<file path="config.mk">
export PLATFORM = sky130hd
export DESIGN_NAME = scale_mux_rr
export DESIGN_NICKNAME = d
export VERILOG_FILES = /design/src/rtl/scale_mux_pkg.sv /design/src/rtl/scale_mux_arb.sv /design/src/rtl/scale_mux_rr.sv
export SDC_FILE = /design/constraint.sdc
export NUM_CORES = 1
export LEC_CHECK = 0
export ABC_AREA = 1
export BUFFER_PORTS_ARGS = -buffer_cell sky130_fd_sc_hd__buf_2
export CAP_MARGIN = 20
export CORE_MARGIN = 2
export CORE_UTILIZATION = 45
export CTS_CLUSTER_DIAMETER = 30
export DETAILED_ROUTE_END_ITERATION = 10
export GPL_TIMING_DRIVEN = 0
export HOLD_SLACK_MARGIN = 0.03
export PLACE_DENSITY = 0.75
export SYNTH_ARGS = -nofsm -noshare
export SYNTH_HDL_FRONTEND = slang
export SYNTH_SLANG_ARGS = --single-unit
</file>
<file path="constraint.sdc">
create_clock -name clk -period 6.4 [get_ports clk]
set_clock_uncertainty 0.2 [all_clocks]
set_input_delay 0.64 -clock clk [delete_from_list [all_inputs] [get_ports clk]]
set_output_delay 0.64 -clock clk [all_outputs]
set_load 0.02 [all_outputs]
</file>
<file path="src/rtl/scale_mux_pkg.sv">
// scale_mux shared types and helpers.
// Lock state is only used when SCALE_MUX_LOCK_EN is defined.
package scale_mux_pkg;

  typedef enum logic {
    IDLE,
    LOCKED
  } lock_state_e;

  function automatic int chan_w(int n);
    return (n > 2) ? $clog2(n) : 1;
  endfunction

  function automatic int rr_next(int ptr, int n);
    return (ptr + 1 >= n) ? 0 : ptr + 1;
  endfunction

endpackage

</file>
<file path="src/rtl/scale_mux_arb.sv">
// scale_mux channel arbiter: round-robin or fixed priority.
// Purely combinational; a held lock overrides the search.
module scale_mux_arb
  import scale_mux_pkg::*;
#(
  parameter int CHANNELS = 4,
  parameter int RR_MODE  = 1,
  parameter int CW       = chan_w(CHANNELS)
) (
  input  logic [CHANNELS-1:0] req,
  input  logic [CW-1:0]       rr_ptr,
  input  logic                lock,
  input  logic [CW-1:0]       lock_chan,
  output logic [CHANNELS-1:0] grant,
  output logic [CW-1:0]       grant_idx
);

  int          pos;
  logic [CW-1:0] idx;
  logic        found;

  always_comb begin
    grant     = '0;
    grant_idx = '0;
    found     = 1'b0;
    pos       = 0;
    idx       = '0;
    if (lock) begin
      grant[lock_chan] = req[lock_chan];
      grant_idx        = lock_chan;
    end else begin
      for (int k = 0; k < CHANNELS; k++) begin
        // search starts at rr_ptr and wraps explicitly
        pos = (RR_MODE != 0) ? int'(rr_ptr) + k : k;
        if (pos >= CHANNELS) pos = pos - CHANNELS;
        idx = CW'(pos);
        if (!found && req[idx]) begin
          grant[idx] = 1'b1;
          grant_idx  = idx;
          found      = 1'b1;
        end
      end
    end
  end

endmodule

</file>
<file path="src/rtl/scale_mux_rr.sv">
// N-channel registered mux with arbitrated valid/ready inputs.
// Packet lock with in_last/out_last when SCALE_MUX_LOCK_EN is defined.
module scale_mux_rr
  import scale_mux_pkg::*;
#(
  parameter int WIDTH    = 8,
  parameter int CHANNELS = 4,
  parameter int RR_MODE  = 1,
  localparam int CHAN_W  = chan_w(CHANNELS)
) (
  input  logic                clk,
  input  logic                rst_,
  input  logic [WIDTH-1:0]    in_data [CHANNELS],
  input  logic [CHANNELS-1:0] in_valid,
`ifdef SCALE_MUX_LOCK_EN
  input  logic [CHANNELS-1:0] in_last,
`endif
  output logic [CHANNELS-1:0] in_ready,
  output logic [WIDTH-1:0]    out_data,
  output logic [CHAN_W-1:0]   out_chan,
  output logic                out_valid,
`ifdef SCALE_MUX_LOCK_EN
  output logic                out_last,
`endif
  input  logic                out_ready
);

  logic                load_en;
  logic                xfer;
  logic                adv;
  logic                lock;
  logic [CHANNELS-1:0] grant;
  logic [CHAN_W-1:0]   gidx;
  logic [CHAN_W-1:0]   rr_ptr;
  logic [CHAN_W-1:0]   lock_chan;

  scale_mux_arb #(
    .CHANNELS (CHANNELS),
    .RR_MODE  (RR_MODE),
    .CW       (CHAN_W)
  ) u_arb (
    .req       (in_valid),
    .rr_ptr    (rr_ptr),
    .lock      (lock),
    .lock_chan (lock_chan),
    .grant     (grant),
    .grant_idx (gidx)
  );

  assign load_en  = !out_valid || out_ready;
  assign in_ready = (rst_ && load_en) ? grant : '0;
  assign xfer     = |in_ready;

`ifdef SCALE_MUX_LOCK_EN
  lock_state_e state;

  assign lock = (state == LOCKED);
  // pointer moves only once a packet has finished
  assign adv  = in_last[gidx];

  always_ff @(posedge clk or negedge rst_) begin
    if (!rst_) begin
      state     <= IDLE;
      lock_chan <= '0;
      out_last  <= 1'b0;
    end else if (xfer) begin
      out_last <= in_last[gidx];
      if (in_last[gidx]) begin
        state <= IDLE;
      end else begin
        state     <= LOCKED;
        lock_chan <= gidx;
      end
    end
  end
`else
  assign lock      = 1'b0;
  assign lock_chan = '0;
  assign adv       = 1'b1;
`endif

  always_ff @(posedge clk or negedge rst_) begin
    if (!rst_) begin
      out_valid <= 1'b0;
      out_data  <= '0;
      out_chan  <= '0;
      rr_ptr    <= '0;
    end else if (load_en) begin
      out_valid <= xfer;
      if (xfer) begin
        out_data <= in_data[gidx];
        out_chan <= gidx;
        if (RR_MODE != 0 && adv)
          rr_ptr <= CHAN_W'(rr_next(int'(gidx), CHANNELS));
      end
    end
  end

endmodule

</file>
==> results.py <==
metrics = {
    "clocking": {
        "clk_pin_slew_ps": 70,
        "cts_hold_buf": 0,
        "cts_tree": "built",
        "numCtsBuffers": 3,
        "postCtsSetupRepairBufs": 0,
        "clk_path_buf_depth": 2,
        "cts.sinks": 13,
        "clk_latency_ps": 270,
        "h-tree-depth": 1,
        "root_buffer": "clkbuf_4",
        "cts_resized": 0,
    },
    "route": {
        "drc": 0,
        "antenna_left": 0,
        "drt_iter0_drc": 79,
        "drt_pre_antenna_iters": 4,
        "vias": 1627,
        "wl_microns": 3410,
        "via_per_inst": 4.64,
        "post_drt_wl_per_cell_microns": 9.72,
    },
    "min_path": {
        "min_path_type": "in -> async",
    },
    "critical_path": {
        "crit_slowest_cell": "dfrtp_1",
        "path_max_fanout": 9,
        "cp.required_ps": 5560,
        "critPathMaxStageDelay_ps": 510,
        "worstPathArrival_ps": 2390,
        "endpoint_kind": "output pin",
        "start_kind": "register",
        "cp_top_family": "simple AND/OR/NAND/NOR gates",
        "criticalPathCategory": "reg -> out",
        "crit_buf_inv": 4,
        "crit_chain": "inv_1, ha_1, inv_1, nand3_1, nand2_1, nor2_8, nand3_1, nand3_1, nand2_1, inv_1, buf_2",
    },
    "floorplan": {
        "core-area_sq_mm": 0.00328,
        "design.die.area_sq_mm": 0.00387,
        "placement_rows": 21,
        "die_x_microns": 62.2,
        "io_pins": 54,
        "dieHeight_microns": 62.2,
        "start_util_pct": 46.4,
    },
    "finish": {
        "drive_above_1_share_pct": 26.9,
        "antennaDiodeCount": 0,
        "fin_nets": 352,
        "final_common_cell": "nand2_1",
        "syn_to_final_growth_pct": 22.9,
        "final_cell_mix": "87 x nand2_1, 54 x buf_2, 52 x nand3_1, 48 x inv_1, 13 x dfrtp_1",
    },
    "timing": {
        "maxSlewViolCount": 0,
        "hold_violations": 0,
        "relSlewSlack_pct": 73.5,
        "fin_crit_ps": 3230,
        "worst_pin_slew_ps": 397,
        "fmax_ghz": 0.309,
        "setup_viol": 0,
        "finalCritPeriodShare_pct": 50.5,
        "final.setup.tns_ps": 0,
        "rsz0062_at_grt": "false",
    },
    "synth": {
        "ys_ff_latch": 13,
        "syn_nets": 294,
        "synth_top_area_share_pct": 21.4,
        "ys_types": 25,
        "netlist_area_sq_mm": 0.00152,
        "netlist_instances": 248,
        "syn_area_per_cell_sq_um": 6.14,
        "synth_seq_area_share_pct": 21.4,
        "synthTopCellsByArea": "nand2_1 21%, dfrtp_1 21%, nand3_1 17%",
        "yosysTopAreaCell": "nand2_1",
        "ys_warn_count": 0,
    },
    "placement": {
        "gp_congestion": 0.876,
        "detailed_place_hpwl_microns": 2750,
        "io_buffers": 53,
    },
    "global_routing": {
        "grt_start_max_net_pins": 15,
        "grt_pass1_vias": 1416,
        "grt_first_pass_wirelength_microns": 6070,
        "grt_overflow_total": 0,
        "antenna_found_initial": 0,
        "globalRouteTotalUtil_pct": 18.5,
    },
    "outcome": {
        "status": "finished, final reports clean",
    },
    "job": {
        "maxCapViolCount": 0,
    },
}
worst reg2reg max path: stages (launching register included):
cell	delay (ps)
dfrtp_1	510
inv_1	210
ha_1	410
inv_1	110
nand3_1	100
nand2_1	110
nor2_4	170
inv_1	90
nand3_4	140
nand2_4	110
buf_6	160
xor2_1	160
nand2_1	90
nand2_1	40
routing by layer:
| metal | GRT usage [%] | wire (microns) |
|---|---|---|
| met1 | 26.8 | 1700 |
| met2 | 30.2 | 1580 |
| met3 | 1.27 | 135 |
| met4 | 4.17 | 0 |
| met5 | 0 | 0 |
registers in the layout, summed over array words and instances, names as in the netlist:
name       count
rr_ptr         2
out_valid      1
out_chan       2
out_data       8
cell usage after synthesis, drive strengths merged:
library cell,number
a21oi,4
nand3,54
buf,6
a21boi,4
inv,50
ha,7
dfrtp,13
nand2,98
nand4,1
xor2,1
nor2,6
o21ai,3
o21a,1
final timing paths:
check | from | endpoint | slack (ps) | depth (start not counted)
max | rr_ptr[1]$_DFFE_PN0P_ | in_ready[0] | 3170 | 11
min | rst_ | out_data[6]$_DFFE_PN0P_ | 40 | 1
max reg2reg | rr_ptr[1]$_DFFE_PN0P_ | rr_ptr[1]$_DFFE_PN0P_ | 3680 | 13
min reg2reg | out_data[0]$_DFFE_PN0P_ | out_data[0]$_DFFE_PN0P_ | 280 | 2
max in group asynchronous | rst_ | rr_ptr[0]$_DFFE_PN0P_ | 5740 | 1
min in group clk | out_data[0]$_DFFE_PN0P_ | out_data[0]$_DFFE_PN0P_ | 280 | 2
logic make-up after synthesis:
group	share of synthesized area, %
xor+xnor	0.575
simple gates	50.9
buf+inv	16.4
flops	21.4
compound gates	5.01
fa+ha+maj	5.75
final cells by class:
| class | instances | area (sq um) |
|---|---|---|
| inverters | 50 | 195 |
| well taps | 46 | 57.6 |
| repair buffers | 53 | 265 |
| multi-input cells | 179 | 948 |
| fillers | 347 | 1410 |
| flip-flops and latches | 13 | 325 |
| plain buffers | 6 | 53.8 |
| clock buffers | 4 | 26.3 |
through the flow:
step	hold slack (ps)	setup WS, ps	util [%]	cell area, sq um	cells
2_1_floorplan	144	3790	-	1520	248
3_3_place_gp	259	3440	56.2	1850	347
3_5_place_dp	260	3450	56.2	1850	347
4_1_cts	45.6	3150	57.0	1870	351
5_1_grt	53.9	2930	57.0	1870	351
6_report	37.7	3170	57.0	1870	351
Power is left out: the tool's default activity adds up to more than one toggle a clock period on the data nets, which glitch-free logic cannot reach.
